`src/rtl/frame_decode_ext_if.sv`:
```
// PCD bit-sequence encoding plus the bundle that carries sequence_decode symbols
// into frame_decode_ext and its decoded frame results back out.
package frame_decode_ext_pkg;
  typedef enum logic [1:0] {
    SEQ_X     = 2'd0,
    SEQ_Y     = 2'd1,
    SEQ_Z     = 2'd2,
    SEQ_ERROR = 2'd3
  } pcd_bit_seq_t;
endpackage

interface frame_decode_ext_if #(
  parameter int BC_W = 7
);
  import frame_decode_ext_pkg::*;

  pcd_bit_seq_t    sd_seq;
  logic            sd_seq_valid;
  logic            soc;
  logic            eoc;
  logic [7:0]      data;
  logic [2:0]      data_bits;
  logic            data_valid;
  logic [BC_W-1:0] byte_count;
  logic            crc_ok;
  logic            short_frame;
  logic            sequence_error;
  logic            parity_error;
  logic            length_error;

  modport master (
    output sd_seq, sd_seq_valid,
    input  soc, eoc, data, data_bits, data_valid, byte_count,
           crc_ok, short_frame, sequence_error, parity_error, length_error
  );

  modport slave (
    input  sd_seq, sd_seq_valid,
    output soc, eoc, data, data_bits, data_valid, byte_count,
           crc_ok, short_frame, sequence_error, parity_error, length_error
  );
endinterface

```
`src/rtl/frame_decode_ext.sv`:
```
// PCD frame decoder: turns X/Y/Z symbols into SOC/EOC, bytes and error pulses,
// with odd-parity checking, a byte limit, running CRC_A and short-frame detection.
module frame_decode_ext
  import frame_decode_ext_pkg::*;
#(
  parameter int MAX_BYTES    = 64,
  parameter bit PARITY_CHECK = 1'b1,
  parameter bit CRC_CHECK    = 1'b1,
  parameter int BC_W         = $clog2(MAX_BYTES + 1)
) (
  input  logic              clk,
  input  logic              rst_n,
  frame_decode_ext_if.slave bus
);

  typedef enum logic {
    ST_IDLE = 1'b0,
    ST_RX   = 1'b1
  } state_t;

  localparam logic [BC_W-1:0] MAX_BC   = BC_W'(MAX_BYTES);
  localparam logic [BC_W-1:0] BC_ONE   = BC_W'(1'b1);
  localparam logic [15:0]     CRC_INIT = 16'h6363;

  // One bit of the reflected CRC_A (poly 0x8408) shift register.
  function automatic logic [15:0] crc_a_bit(input logic [15:0] crc, input logic b);
    logic fb;
    fb = crc[0] ^ b;
    return (crc >> 1) ^ (fb ? 16'h8408 : 16'h0000);
  endfunction

  state_t          state_q, state_d;
  pcd_bit_seq_t    last_seq_q, last_seq_d;
  logic [7:0]      data_q, data_d;
  logic [2:0]      data_bits_q, data_bits_d;
  logic [BC_W-1:0] byte_count_q, byte_count_d;
  logic [15:0]     crc_q, crc_d;
  logic            crc_ok_q, crc_ok_d;
  logic            short_frame_q, short_frame_d;
  logic            err_q, err_d;
  logic            par_pend_q, par_pend_d;
  logic            exp_par_q, exp_par_d;
  logic            bits_seen_q, bits_seen_d;
  logic            soc_q, soc_d;
  logic            eoc_q, eoc_d;
  logic            data_valid_q, data_valid_d;
  logic            seq_err_q, seq_err_d;
  logic            par_err_q, par_err_d;
  logic            len_err_q, len_err_d;

  logic            bit_s;
  logic            frame_err_s;
  logic            eoc_hit_s;

  assign bit_s     = (last_seq_q == SEQ_X);
  // A Y following a logic-0 symbol closes the frame; that trailing 0 is not data.
  assign eoc_hit_s = (bus.sd_seq == SEQ_Y) &&
                     ((last_seq_q == SEQ_Y) || (last_seq_q == SEQ_Z));

  // Next-state and output decode, evaluated against the previous symbol.
  always_comb begin
    state_d       = state_q;
    last_seq_d    = last_seq_q;
    data_d        = data_q;
    data_bits_d   = data_bits_q;
    byte_count_d  = byte_count_q;
    crc_d         = crc_q;
    crc_ok_d      = crc_ok_q;
    short_frame_d = short_frame_q;
    err_d         = err_q;
    par_pend_d    = par_pend_q;
    exp_par_d     = exp_par_q;
    bits_seen_d   = bits_seen_q;
    soc_d         = 1'b0;
    eoc_d         = 1'b0;
    data_valid_d  = 1'b0;
    seq_err_d     = 1'b0;
    par_err_d     = 1'b0;
    len_err_d     = 1'b0;
    frame_err_s   = err_q || par_pend_q || !bits_seen_q;

    if (bus.sd_seq_valid) begin
      last_seq_d = bus.sd_seq;
      case (state_q)
        ST_IDLE: begin
          if (last_seq_q == SEQ_Z) begin
            soc_d         = 1'b1;
            state_d       = ST_RX;
            data_bits_d   = 3'd0;
            byte_count_d  = '0;
            crc_ok_d      = 1'b0;
            short_frame_d = 1'b0;
            err_d         = 1'b0;
            par_pend_d    = 1'b0;
            exp_par_d     = 1'b1;
            crc_d         = CRC_INIT;
            bits_seen_d   = 1'b0;
          end else begin
            state_d = ST_IDLE;
          end
        end
        ST_RX: begin
          if (eoc_hit_s) begin
            eoc_d         = 1'b1;
            state_d       = ST_IDLE;
            par_err_d     = par_pend_q;
            seq_err_d     = !bits_seen_q && !err_q;
            data_valid_d  = !err_q && !par_pend_q && (data_bits_q != 3'd0);
            short_frame_d = !frame_err_s && (byte_count_q == '0) && (data_bits_q == 3'd7);
            crc_ok_d      = CRC_CHECK && !frame_err_s && (data_bits_q == 3'd0) &&
                            (32'(byte_count_q) >= 32'd3) && (crc_q == 16'h0000);
          end else if (err_q) begin
            state_d = ST_RX;
          end else if (last_seq_q == SEQ_ERROR) begin
            seq_err_d  = 1'b1;
            err_d      = 1'b1;
            par_pend_d = 1'b0;
          end else if (par_pend_q) begin
            par_pend_d = 1'b0;
            if (PARITY_CHECK && (bit_s != exp_par_q)) begin
              par_err_d = 1'b1;
              err_d     = 1'b1;
            end else if (byte_count_q == MAX_BC) begin
              len_err_d = 1'b1;
              err_d     = 1'b1;
            end else begin
              data_valid_d = 1'b1;
              data_bits_d  = 3'd0;
              byte_count_d = byte_count_q + BC_ONE;
              exp_par_d    = 1'b1;
            end
          end else begin
            data_d[data_bits_q] = bit_s;
            data_bits_d         = data_bits_q + 3'd1;
            exp_par_d           = exp_par_q ^ bit_s;
            par_pend_d          = (data_bits_q == 3'd7);
            crc_d               = crc_a_bit(crc_q, bit_s);
            bits_seen_d         = 1'b1;
          end
        end
        default: begin
          state_d = ST_IDLE;
        end
      endcase
    end else begin
      last_seq_d = last_seq_q;
    end
  end

  // State and output registers.
  always_ff @(posedge clk or negedge rst_n) begin
    if (!rst_n) begin
      state_q       <= ST_IDLE;
      last_seq_q    <= SEQ_Y;
      data_q        <= 8'd0;
      data_bits_q   <= 3'd0;
      byte_count_q  <= '0;
      crc_q         <= CRC_INIT;
      crc_ok_q      <= 1'b0;
      short_frame_q <= 1'b0;
      err_q         <= 1'b0;
      par_pend_q    <= 1'b0;
      exp_par_q     <= 1'b1;
      bits_seen_q   <= 1'b0;
      soc_q         <= 1'b0;
      eoc_q         <= 1'b0;
      data_valid_q  <= 1'b0;
      seq_err_q     <= 1'b0;
      par_err_q     <= 1'b0;
      len_err_q     <= 1'b0;
    end else begin
      state_q       <= state_d;
      last_seq_q    <= last_seq_d;
      data_q        <= data_d;
      data_bits_q   <= data_bits_d;
      byte_count_q  <= byte_count_d;
      crc_q         <= crc_d;
      crc_ok_q      <= crc_ok_d;
      short_frame_q <= short_frame_d;
      err_q         <= err_d;
      par_pend_q    <= par_pend_d;
      exp_par_q     <= exp_par_d;
      bits_seen_q   <= bits_seen_d;
      soc_q         <= soc_d;
      eoc_q         <= eoc_d;
      data_valid_q  <= data_valid_d;
      seq_err_q     <= seq_err_d;
      par_err_q     <= par_err_d;
      len_err_q     <= len_err_d;
    end
  end

  assign bus.soc            = soc_q;
  assign bus.eoc            = eoc_q;
  assign bus.data           = data_q;
  assign bus.data_bits      = data_bits_q;
  assign bus.data_valid     = data_valid_q;
  assign bus.byte_count     = byte_count_q;
  assign bus.crc_ok         = crc_ok_q;
  assign bus.short_frame    = short_frame_q;
  assign bus.sequence_error = seq_err_q;
  assign bus.parity_error   = par_err_q;
  assign bus.length_error   = len_err_q;

endmodule

```
`src/flat_wrapper.sv`:
```
// flat-port wrapper written by rule: the top's interface ports become plain ports
module frame_decode_ext_flat import frame_decode_ext_pkg::*;
#(
  parameter int MAX_BYTES    = 64,
  parameter bit PARITY_CHECK = 1'b1,
  parameter bit CRC_CHECK    = 1'b1,
  parameter int BC_W         = $clog2(MAX_BYTES + 1)
)
  (clk, rst_n, bus_sd_seq, bus_sd_seq_valid, bus_soc, bus_eoc, bus_data, bus_data_bits, bus_data_valid, bus_byte_count, bus_crc_ok, bus_short_frame, bus_sequence_error, bus_parity_error, bus_length_error);
  frame_decode_ext_if #(.BC_W(BC_W)) bus_i ();
  input  logic clk;
  input  logic rst_n;
  input wire logic [$bits(bus_i.sd_seq)-1:0] bus_sd_seq;
  input wire logic [$bits(bus_i.sd_seq_valid)-1:0] bus_sd_seq_valid;
  output wire logic [$bits(bus_i.soc)-1:0] bus_soc;
  output wire logic [$bits(bus_i.eoc)-1:0] bus_eoc;
  output wire logic [$bits(bus_i.data)-1:0] bus_data;
  output wire logic [$bits(bus_i.data_bits)-1:0] bus_data_bits;
  output wire logic [$bits(bus_i.data_valid)-1:0] bus_data_valid;
  output wire logic [$bits(bus_i.byte_count)-1:0] bus_byte_count;
  output wire logic [$bits(bus_i.crc_ok)-1:0] bus_crc_ok;
  output wire logic [$bits(bus_i.short_frame)-1:0] bus_short_frame;
  output wire logic [$bits(bus_i.sequence_error)-1:0] bus_sequence_error;
  output wire logic [$bits(bus_i.parity_error)-1:0] bus_parity_error;
  output wire logic [$bits(bus_i.length_error)-1:0] bus_length_error;
  assign bus_i.sd_seq = bus_sd_seq;
  assign bus_i.sd_seq_valid = bus_sd_seq_valid;
  assign bus_soc = bus_i.soc;
  assign bus_eoc = bus_i.eoc;
  assign bus_data = bus_i.data;
  assign bus_data_bits = bus_i.data_bits;
  assign bus_data_valid = bus_i.data_valid;
  assign bus_byte_count = bus_i.byte_count;
  assign bus_crc_ok = bus_i.crc_ok;
  assign bus_short_frame = bus_i.short_frame;
  assign bus_sequence_error = bus_i.sequence_error;
  assign bus_parity_error = bus_i.parity_error;
  assign bus_length_error = bus_i.length_error;
  frame_decode_ext #(.MAX_BYTES(MAX_BYTES), .PARITY_CHECK(PARITY_CHECK), .CRC_CHECK(CRC_CHECK), .BC_W(BC_W)) u_core (.clk(clk), .rst_n(rst_n), .bus(bus_i));
endmodule
```
`config.mk`:
```
export PLATFORM = sky130hd
export DESIGN_NAME = frame_decode_ext_flat
export DESIGN_NICKNAME = d
export VERILOG_FILES = /design/src/rtl/frame_decode_ext_if.sv /design/src/rtl/frame_decode_ext.sv /design/src/flat_wrapper.sv
export SDC_FILE = /design/constraint.sdc
export NUM_CORES = 1
export LEC_CHECK = 0
export CAP_MARGIN = 20
export CORE_ASPECT_RATIO = 0.7
export CORE_MARGIN = 8
export CORE_UTILIZATION = 45
export DETAILED_ROUTE_END_ITERATION = 10
export GPL_TIMING_DRIVEN = 0
export PLACE_DENSITY = 0.68
export SETUP_SLACK_MARGIN = 0.02
export SYNTH_ARGS = -nofsm -noshare
export SYNTH_HDL_FRONTEND = slang
export SYNTH_SLANG_ARGS = --single-unit
```
`constraint.sdc`:
```
create_clock -name clk -period 3.3 [get_ports clk]
set_clock_uncertainty 0.05 [all_clocks]
set_input_delay 0.495 -clock clk [delete_from_list [all_inputs] [get_ports clk]]
set_output_delay 0.495 -clock clk [all_outputs]
set_load 0.1 [all_outputs]
```
==> results.toml, run 1 <==
[status]
status = "finished clean"

[cts]
postCtsSetupBuffers = 0
worstSkewPairLatency_ns = 0.31
clkSlewWorstSetupHoldPaths_ns = 0.09
cts_resized = 0
cts_hold_buf = 0
h-tree-depth = 2
clock_path_buffers = 2
cts_tree = "yes"
root_buffer = "clkbuf_8"
numCtsBuffers = 5
clkSinkCount = 49

[finish]
area_delta_synth_final_pct = 21.4
drive_gt1_frac = 0.109
fin_area_um2 = 2950
diodes = 0
final_nets = 306
fin_util = 0.564
instances_no_fill = 366

[floorplanning]
die_w_um = 104
io_pins = 31
rows = 22
start_util = 0.465
die-area_um2 = 8040
core_area_um2 = 5230
fp.dieH_um = 77.5

[timing]
setup_tns_ns = 0
setup_viol = 0
period_share = 0.787
tightest_slew_ns = 0.980
period_minus_slack_ns = 2.60
maxSlewViolCount = 0
rsz0062_at_grt = "false"
max_freq_mhz = 385
max_slew_margin = 0.344
hold_viol = 0

[logic_synthesis]
synth_edf_count = 0
synthFlopType = "dfrtp_1"
synth_async_sr_flop_share = 1.00
netlist.area_leader.share = 0.402
syn_area_um2 = 2430
seq_area_frac_synth = 0.510
ys_seq_elements = 49
synth_area_leaders = "dfrtp_1, dfstp_2, nor2_1, ha_1, nand3_1"
synth_cells = 255
synth.distinct_cells = 44
synth_largest_area_cell = "dfrtp_1"
synth_nets = 268
yosysWarnings = 0
synth.avg_cell_area_um2 = 9.53

[place]
placed_cell_area_um2 = 2840
gp_congestion = 0.823
hpwlAfterDp_mm = 4.12
port_buffers = 30
dp_cells = 358

[routing]
wl_per_cell_um = 15.3
drt_pass1_iterations = 5
via_per_inst = 5.47
wirelength_mm = 5.58
ant_nets = 0
vias = 2001
remaining_drc_errors = 0
drt-initial-drc-count = 113

[critical_path]
critical_path_arrival_ns = 2.78
worstSetupStartpointType = "flip-flop"
crit_fanout = 9
cp-end-kind = "flip-flop"
crit_type = "flip-flop to flip-flop"
worstPathRequired_ns = 3.48

[worst_hold_path]
hold_class = "input pin to async pin"

[global_route]
grt_max_degree = 34
antenna_found_initial = 0
grt_pass1_wl_mm = 9.60
grt-ovfl-total = 0
grt_pass1_vias = 1960
grtUsageTotal = 0.145

[flow_run]
cap_violations = 0

[power_and_ir_drop]
total_power_mw = 2.35
max-vdd-ir-drop_uv = 352
p_leak_nw = 1.26
p_per_area_nw_per_um2 = 797
cell usage after synthesis (2+ instances only):
cell type,number
ha_1,8
a21oi_1,14
nor2_1,27
nand2_1,18
and2_1,3
o31ai_1,3
xor2_1,2
nor4_1,9
inv_1,15
nand3_1,19
or3_1,2
nand4_1,9
xnor2_1,2
clkbuf_1,11
nor3_1,4
mux2_2,8
a31oi_1,4
o22ai_1,2
dfrtp_1,39
o21ai_0,16
o2bb2ai_1,3
or4_1,4
o211ai_1,2
buf_2,2
dfstp_2,10
power breakdown:
part | internal (mW) | switching, mW
logic | 0.283 | 0.700
clock network | 0.227 | 0.207
registers | 0.798 | 0.136
registers in the layout, indices dropped and copies added (netlist names), 2 cells and up:
register               flops
u_core.bus.data            8
u_core.last_seq_q          2
u_core.bus.data_bits       3
u_core.crc_q              16
u_core.bus.byte_count      7
worst max-delay path: stages (launching register included):
cell,delay (ns)
dfstp_2,0.56
inv_1,0.07
ha_1,0.30
and3b_1,0.21
or4_1,0.52
buf_2,0.18
or4_1,0.47
a21oi_1,0.16
layout make-up:
class | instances | area [µm²]
well taps | 72 | 90.1
multi-input cells | 177 | 1080
repair buffers | 31 | 315
clock buffers | 5 | 68.8
fillers | 465 | 2280
inverters | 15 | 56.3
plain buffers | 14 | 55.1
flip-flops and latches | 49 | 1240
clock inverters | 3 | 46.3
cell families (layout without fill, tap and decap cells):
logic type               after synthesis  in the layout  synth area share
multiplexers                           9              9            0.0412
adder cells (fa/ha/maj)                8              8            0.0412
AND/OR/NAND/NOR                      104            104             0.216
buffers and inverters                 29             68            0.0458
AO/OA/AOI/OAI                         52             52             0.131
XOR/XNOR                               4              4            0.0144
flip-flops                            49             49             0.510
worst paths after layout:
path / from / endpoint / slack (ns) / depth (start not counted)
setup / recovery: u_core.last_seq_q[0] / u_core.bus.byte_count[6] / 0.70 / 7
hold / removal: rst_n / u_core.bus.byte_count[3] / 0.05 / 1
setup reg to reg: u_core.last_seq_q[0] / u_core.bus.byte_count[6] / 0.70 / 7
hold reg to reg: u_core.crc_q[5] / u_core.crc_q[5] / 0.45 / 2
max in group asynchronous: rst_n / u_core.crc_q[8] / 2.57 / 2
min in group clk: u_core.crc_q[5] / u_core.crc_q[5] / 0.45 / 2
metrics by stage:
stage                     setup WS (ns)  hold WS, ns
after CTS                         0.699       0.0475
after detailed placement          0.641        0.392
after global routing              0.607       0.0720
after floorplan                   0.876        0.149
final                             0.702       0.0479
after global placement            0.278        0.422
layout by cell type (no fill, tap or decap), types with 4 or more instances in the layout:
cell type         n
clkbuf_1         11
nand2_1          18
or4_1             4
a31oi_1           4
nand4_1           9
nand3_1          19
dfrtp_1          39
dfstp_2          10
a21oi_1          14
nor4_1            9
clkdlybuf4s50_1  29
mux2_2            8
ha_1              8
clkbuf_8          5
nor2_1           27
inv_1            15
o21ai_0          16
nor3_1            4
metal layers:
| layer | global-route usage | wire length, µm |
|---|---|---|
| met3 | 0.0322 | 212 |
| met4 | 0.0590 | 85 |
| met5 | 0 | 0 |
| met1 | 0.206 | 2820 |
| met2 | 0.208 | 2460 |
Note: power is estimated with default switching activity, not from simulation.
==> run 2, diff against run 1 <==
--- a/config.mk
+++ b/config.mk
@@ -11,7 +11,7 @@
 export CORE_UTILIZATION = 45
 export DETAILED_ROUTE_END_ITERATION = 10
 export GPL_TIMING_DRIVEN = 0
-export PLACE_DENSITY = 0.68
+export PLACE_DENSITY = 0.71
 export SETUP_SLACK_MARGIN = 0.02
 export SYNTH_ARGS = -nofsm -noshare
 export SYNTH_HDL_FRONTEND = slang
==> constraint.sdc (replaced) <==
create_clock -name clk -period 2.1 [get_ports clk]
set_clock_uncertainty 0.05 [all_clocks]
set_input_delay 0.315 -clock clk [delete_from_list [all_inputs] [get_ports clk]]
set_output_delay 0.315 -clock clk [all_outputs]
set_load 0.1 [all_outputs]
==> run 2 against run 1 <==
The run now ends with setup timing left. First-iteration DRC count up 42%. Final area rose by 5.1%. Routed wire length up 5.6%. Register-to-register slack worse by 0.83 ns. Clock power increased by 25%. Fmax up 17%. Clock-buffer cell count is 3 higher. Non-clock buffer count up 11. Die area stayed put. Flip-flop and latch count did not move.
==> results.toml, run 2 (same netlist as run 1, synthesis figures left out) <==
[timing]
period_minus_slack_ns = 2.23
hold_viol = 0
max_slew_margin = 0.362
tightest_slew_ns = 0.961
setup_tns_ns = -0.340
max_freq_mhz = 449
maxSlewViolCount = 0
setup_viol = 6
rsz0062_at_grt = "true"
period_share = 1.06
fin_hold_ws_ns = 0.439
fin_ws_ns = -0.129

[floorplanning]
io_pins = 31
fp.dieH_um = 77.5
core_area_um2 = 5230
rows = 22
die_w_um = 104
start_util = 0.465
die-area_um2 = 8040

[finish]
area_delta_synth_final_pct = 27.7
instances_no_fill = 377
final_nets = 317
regMostFlops = "u_core.crc_q"
diodes = 0
largest_register_ffs = 16
layout_commonest_cell = "dfrtp_1"
drive_gt1_frac = 0.213
layout_common_cells = "dfrtp_1, nor2_1, dlygate4sd2_1, nand3_1, nand2_1"

[place]
post-place-ws_ns = -0.320
dp_cells = 358
gp_congestion = 0.866
hpwlAfterDp_mm = 4.07
port_buffers = 30

[power_and_ir_drop]
p_seq_frac = 0.408
switching_share = 0.465
clkPwrFrac = 0.149
combPwrFrac = 0.443
p_leak_nw = 1.42
switchingPower_mw = 1.69
p_int_mw = 1.94
max-vdd-ir-drop_uv = 530
p_per_area_nw_per_um2 = 1170

[critical_path]
worstPathRequired_ns = 2.29
worst_path_max_delay_cell = "dfstp_2"
critPathBufInv = 1
critical_path_arrival_ns = 2.42
worstSetupStartpointType = "flip-flop"
crit_fanout = 7
crit_type = "flip-flop to flip-flop"
path_common_cell = "or4_4"
cp-end-kind = "flip-flop"
path_delay_family = "simple AND/OR/NAND/NOR gates"
max_stage_delay_ns = 0.55
path_cells = "inv_2 -> ha_4 -> and3b_2 -> or4_4 -> or4_4 -> a21oi_2"

[cts]
h-tree-depth = 2
worstSkewPairLatency_ns = 0.30
clkSinkCount = 49
root_buffer = "clkbuf_8"
numCtsBuffers = 5
clkSlewWorstSetupHoldPaths_ns = 0.09
clock_path_buffers = 2
cts_tree = "yes"

[status]
status = "complete, but fails checks"
violations = "setup timing"

[routing]
via_per_inst = 5.63
drt-initial-drc-count = 160
wl_per_cell_um = 15.6
remaining_drc_errors = 0
wirelength_mm = 5.89
vias = 2121
drt_pass1_iterations = 4
ant_nets = 0

[global_route]
antenna_found_initial = 0
grt_pass1_vias = 1928
grtUsageTotal = 0.141
grt_pass1_wl_mm = 9.53
grt-ovfl-total = 0
grt_max_degree = 31

[flow_run]
cap_violations = 0

[worst_hold_path]
hold_class = "input pin to async pin"
[run 2: what timing repair did]
action	4_1_cts	5_1_grt
gates resized for setup	31	28
hold buffers	1	0
pin swaps	9	7
buffers inserted	5	6
endpoints found under the setup margin	44	38
hold endpoints to repair	18	0
[run 2: final timing paths]
path                                 startpoint                       end  slack (ns)  cells after the start
setup / recovery           u_core.last_seq_q[0]  u_core.bus.byte_count[6]       -0.13                      6
hold / removal                            rst_n  u_core.bus.byte_count[6]        0.44                      2
setup reg to reg           u_core.last_seq_q[0]  u_core.bus.byte_count[6]       -0.13                      6
hold reg to reg               u_core.bus.crc_ok         u_core.bus.crc_ok        0.44                      2
max in group asynchronous                 rst_n           u_core.crc_q[9]        0.96                      3
min in group clk              u_core.bus.crc_ok         u_core.bus.crc_ok        0.44                      2
[run 2: metrics by stage]
stage	area [µm²]	power (mW)	utilization
final	3100	3.63	0.593
after global routing	3100	3.85	0.593
after CTS	2990	3.55	0.571
after detailed placement	2870	3.04	0.548
after global placement	2850	3.01	0.545
after floorplan	2460	2.63	-
[run 2: final cells by class]
class                      count  area (µm²)
fill                         475        2130
sequential                    49        1240
multi-input combinational    177        1210
timing repair buffer          43         368
tap                           72        90.1
clock buffer                   8        80.1
inverter                      15        56.3
buffer                        13        52.6
[run 2: power by group through the flow]
stage,registers (mW),logic (mW),clock network [mW]
finish,1.48,1.61,0.541
floorplan,1.97,0.660,0
global placement,1.48,1.53,0
detailed placement,1.49,1.55,0
CTS,1.47,1.53,0.549
global route,1.52,1.73,0.593
[run 2: layer usage]
layer	GRT usage	up-vias	wire, µm
met4	0.0317	0	42
met2	0.202	63	2520
met5	0	-	0
met3	0.0462	7	441
li1	-	1014	-
met1	0.202	1037	2900
==> run 3, diff against run 2 <==
--- a/config.mk
+++ b/config.mk
@@ -12,6 +12,7 @@
 export DETAILED_ROUTE_END_ITERATION = 10
 export GPL_TIMING_DRIVEN = 0
 export PLACE_DENSITY = 0.71
+export RECOVER_POWER = 50
 export SETUP_SLACK_MARGIN = 0.02
 export SYNTH_ARGS = -nofsm -noshare
 export SYNTH_HDL_FRONTEND = slang
==> run 3 against run 2 <==
The run still ends with setup timing left. Power barely moved. Sequential power barely moved. Global-route usage did not move. Non-clock buffer count did not move. Largest cell class unchanged. Highest routed layer unchanged.
==> results.toml, run 3 (same netlist as run 1, synthesis figures left out) <==
[status]
status = "complete, but fails checks"
violations = "setup timing"

[critical_path]
worstSetupStartpointType = "flip-flop"
cp-end-kind = "flip-flop"
max_stage_delay_ns = 0.55
ff2ff_setup_slack_ns = -0.13
reg2reg_from = "u_core.last_seq_q[0]"
critical_path_arrival_ns = 2.42
timing.rr.end = "u_core.bus.byte_count[4]"
reg2reg_depth = 6
crit_path_start = "u_core.last_seq_q[0]"
critPathBufInv = 1
crit_fanout = 7
crit_type = "flip-flop to flip-flop"
worst_path_max_delay_cell = "dfstp_2"
path_delay_family = "simple AND/OR/NAND/NOR gates"
path_cells = "inv_2 -> ha_4 -> and3b_2 -> or4_4 -> or4_4 -> a21oi_2"
worstPathRequired_ns = 2.29
path_common_cell = "or4_4"

[finish]
area_delta_synth_final_pct = 27.1
layout_commonest_cell = "dfrtp_1"
regMostFlops = "u_core.crc_q"
fin_area_um2 = 3090
largest_register_ffs = 16
multi_input_area_um2 = 1210
layout_common_cells = "dfrtp_1, nor2_1, dlygate4sd2_1, nand3_1, nand2_1"
instances_no_fill = 377
final_nets = 317
layout.area.seq_um2 = 1240
drive_gt1_frac = 0.210
fill_cells = 478
diodes = 0

[routing]
remaining_drc_errors = 0
drt-initial-drc-count = 160
via_per_inst = 5.63
drt_pass1_iterations = 4
wirelength_mm = 5.89
wl_per_cell_um = 15.6
ant_nets = 0
vias = 2123

[timing]
fin_ws_ns = -0.129
tightest_slew_ns = 1.06
max_slew_margin = 0.297
rsz0062_at_grt = "true"
period_share = 1.06
maxSlewViolCount = 0
max_freq_mhz = 449
setup_viol = 6
hold_viol = 0
setup_tns_ns = -0.340
period_minus_slack_ns = 2.23

[power_and_ir_drop]
clkPwrFrac = 0.149
p_seq_frac = 0.408
total_power_mw = 3.62
p_leak_nw = 1.42
p_per_area_nw_per_um2 = 1170
max-vdd-ir-drop_uv = 530
switchingPower_mw = 1.69
combPwrFrac = 0.442
p_int_mw = 1.94
switching_share = 0.466

[cts]
root_buffer = "clkbuf_8"
clock_path_buffers = 2
numCtsBuffers = 5
clkSlewWorstSetupHoldPaths_ns = 0.09
h-tree-depth = 2
cts_tree = "yes"
clkSinkCount = 49
worstSkewPairLatency_ns = 0.30

[place]
port_buffers = 30
gp_congestion = 0.866
hpwlAfterDp_mm = 4.07
placed_cell_area_um2 = 2870
dp_cells = 358

[global_route]
grt-ovfl-total = 0
grt_pass1_vias = 1928
grt_max_degree = 31
grt_pass1_wl_mm = 9.53
grtUsageTotal = 0.141
antenna_found_initial = 0

[worst_hold_path]
min_from = "u_core.bus.crc_ok"
hold_depth = 2
hold_class = "flip-flop to flip-flop"
hold_end = "u_core.bus.crc_ok"

[floorplanning]
start_util = 0.465
die-area_um2 = 8040
die_w_um = 104
io_pins = 31
core_area_um2 = 5230
fp.dieH_um = 77.5
rows = 22

[flow_run]
cap_violations = 0
run 3: cell types whose count changed in the layout (fill, tap and decap cells not counted), sizes merged:
| cell | before | now |
|---|---|---|
| clkbuf | 19 | 21 |
| buf | 17 | 15 |
run 3: what timing repair did:
action / 4_1_cts / 5_1_grt
hold buffers: 1 / 0
endpoints found under the setup margin: 44 / 38
endpoints found under the hold margin: 18 / 0
pin swaps: 9 / 7
resized for setup: 31 / 28
buffers inserted: 5 / 6
run 3: power groups by stage:
| stage | Combinational, mW | Sequential, mW | Clock (mW) |
|---|---|---|---|
| after CTS | 1.53 | 1.47 | 0.549 |
| after global routing | 1.73 | 1.52 | 0.593 |
| final | 1.60 | 1.48 | 0.541 |
| after detailed placement | 1.55 | 1.49 | 0 |
| after floorplan | 0.660 | 1.97 | 0 |
| after global placement | 1.53 | 1.48 | 0 |
run 3: routing by layer:
| layer | GRT usage | up-vias | share of wire |
|---|---|---|---|
| li1 | - | 1015 | - |
| met1 | 0.202 | 1038 | 0.49 |
| met2 | 0.202 | 63 | 0.43 |
| met3 | 0.0462 | 7 | 0.075 |
| met4 | 0.0317 | 0 | 0.0071 |
| met5 | 0 | - | 0 |
run 3: metrics by stage:
stage | hold slack, ns | util | setup slack [ns]
after detailed placement | 0.242 | 0.548 | -0.320
final | 0.439 | 0.590 | -0.129
after global placement | 0.427 | 0.545 | -0.883
after floorplan | -0.0306 | - | -0.162
after CTS | 0.447 | 0.571 | -0.255
after global routing | 0.478 | 0.590 | -0.186
run 3: worst max-delay path by stage:
stage / to / slack (ns) / depth (start not counted)
after floorplan: u_core.bus.byte_count[1] / -0.16 / 5
after global placement: u_core.bus.byte_count[2] / -0.88 / 1
after detailed placement: u_core.bus.byte_count[4] / -0.32 / 6
after CTS: u_core.bus.byte_count[4] / -0.26 / 7
after global routing: u_core.bus.byte_count[4] / -0.19 / 6
final: u_core.bus.byte_count[4] / -0.13 / 6
run 3: worst register-to-register path, cell delays in order, from the launching register on:
cell and delay [ns]:
dfstp_2 0.55, inv_2 0.05, ha_4 0.20, and3b_2 0.22, or4_4 0.53, or4_4 0.43
a21oi_2 0.12
run 3: layout make-up:
cell class	count	share of cell area
plain buffers	13	0.0170
inverters	15	0.0182
multi-input cells	177	0.393
well taps	72	0.0292
clock buffers	8	0.0259
flip-flops and latches	49	0.402
repair buffers	43	0.115
==> edit: new RTL, config.mk and constraints of run 3 <==
`MAX_BYTES` is set to 64 in 2 places; all go to 256.
--- a/src/rtl/frame_decode_ext.sv
+++ b/src/rtl/frame_decode_ext.sv
@@ -3,7 +3,7 @@
 module frame_decode_ext
   import frame_decode_ext_pkg::*;
 #(
-  parameter int MAX_BYTES    = 64,
+  parameter int MAX_BYTES    = 256,
   parameter bit PARITY_CHECK = 1'b1,
   parameter bit CRC_CHECK    = 1'b1,
   parameter int BC_W         = $clog2(MAX_BYTES + 1)
--- a/src/flat_wrapper.sv
+++ b/src/flat_wrapper.sv
@@ -1,7 +1,7 @@
 // flat-port wrapper written by rule: the top's interface ports become plain ports
 module frame_decode_ext_flat import frame_decode_ext_pkg::*;
 #(
-  parameter int MAX_BYTES    = 64,
+  parameter int MAX_BYTES    = 256,
   parameter bit PARITY_CHECK = 1'b1,
   parameter bit CRC_CHECK    = 1'b1,
   parameter int BC_W         = $clog2(MAX_BYTES + 1)
Ports: changed (resized bus_byte_count); port bits go from 31 to 33. The function was not compared with the original's and may differ.
==> edit against run 3 <==
  * Highest routed layer unchanged
  * Total power up 26%
  * Area after synthesis is 8.0% higher
  * Sequential share of layout area shrank 3.2 points
  * Cell count up 1.1%
  * Routed wire length increased by 15%
  * Via count increased by 2.6%
  * Cell area rose by 14%
  * The run still ends with setup timing left
  * Sequential cell count increased by 2
  * Critical endpoint is now u_core.bus.data[3]$_DFFE_PN0P_
  * Clock power is 4% higher
  * Critical path type unchanged
  * Worst setup slack got worse by 0.22 ns
==> edit: results (changes against run 3) <==
[outcome]
status=finished, violations left
violations=setup timing

[synthesis]
synth_fa_ha_area_frac=0.0381  ; -0.00306
synth_cells=251  ; -1.6%
synth-xor-area-share=0.0167  ; +0.00226
synth_compound_area_frac=0.152  ; +0.0207
synth_nets=264  ; -1.5%
ys_top_cells_by_count=dfrtp_1 (41), nand2_1 (24), nand4_1 (13)
synth_mux_area_frac=0.0648  ; +0.0236
ys_types=48  ; +9.1%
synth_edf_count=0  ; unchanged
netlist_top_cells_area=dfrtp_1 (39%), dfstp_2 (10%), ha_1 (3.8%), nand2_1 (3.4%), nand4_1 (3.1%)
ys_seq_area_frac=0.491  ; -0.0188

[layout]
fin_nets=318  ; +0.32%
drive_above_1_share=0.310  ; +0.101
stdcell_count=381  ; +1.1%
largest_reg_flops=16  ; unchanged
n_fill_cell=450  ; -5.9%
final_area_sq_um=3530  ; +14%

[timing]
tns_ns=-6.21  ; -5.87 ns
setup_viol=40  ; +34
worst_slack_ns=-0.347  ; -0.218 ns
whs_ns=0.457  ; +0.0177 ns
max-slew-margin-rel=0.338  ; +0.0410

[global_route]
grt_pass1_vias=2075  ; +7.6%
grt_max_degree=35  ; +13%
grt_usage=0.156  ; +0.0142
grt_pass1_wl_mm=10.8  ; +13%

[placement]
place_ws_ns=-0.526  ; -0.206 ns
io_buffer_count=32  ; +6.7%
dp_cells=359  ; +0.28%
gp_congestion=0.877  ; +1.3%
placed_cell_area_sq_um=3160  ; +10%
dp_hpwl_mm=4.62  ; +14%

[clocking]
insertion_delay_ns=0.31
post-cts-setup-buffers=9  ; +4
cts_resized=57  ; +84%
cts_buffers=5  ; unchanged

[routing]
drt_iter0_drc=128  ; -20%
dr.pass1.iters=4  ; unchanged
viasPerCell=5.72  ; +1.6%
wl_mm=6.75  ; +15%

[hold_path]
worstHoldPathCells=1  ; -1
whs_endpoint=u_core.bus.data[4]$_DFFE_PN0P_
worstHoldStart=u_core.bus.data[4]$_DFFE_PN0P_

[critical_path]
ff2ff_setup_slack_ns=-0.35  ; -0.22 ns
reg2reg_from=u_core.last_seq_q[0]$_DFFE_PN1P_
setup.worst_path.end=u_core.bus.data[3]$_DFFE_PN0P_
cp.arrival_ns=2.60  ; +0.18 ns
crit_type=flop to flop
critPathMaxFanout=3  ; -4

[power_and_ir_drop]
p_leak_nw=1.54  ; +8.4%
ir_drop_uv=1130  ; +110%

[edit: cell count changes after synthesis, sizes merged, moves of 8 or more]
cell	before	now
a21oi	14	4
o22a	0	8
nor2	27	7
nand2b	1	10
nand3	19	7
[edit: area by class of cell]
class                      instances  share of cell area
timing repair buffer              48               0.116
buffer                            10              0.0156
clock buffer                       6              0.0206
multi-input combinational        178               0.434
clock inverter                     2             0.00355
sequential                        51               0.370
tap                               75              0.0266
inverter                          11              0.0131
[edit: power by group]
part / switching [W] / leakage [nW] / internal, W
Sequential: 0.000315 / 0.638 / 0.00133
Combinational: 0.00160 / 0.856 / 0.000765
Clock: 0.000327 / 0.0412 / 0.000234
Total: 0.00224 / 1.54 / 0.00233
[edit: routing by layer]
metal / vias up / GRT usage / wire (um)
li1: 1044 / - / -
met1: 1065 / 0.228 / 3320
met2: 63 / 0.219 / 2930
met3: 7 / 0.0411 / 453
met4: 0 / 0.0378 / 49
met5: - / 0 / 0
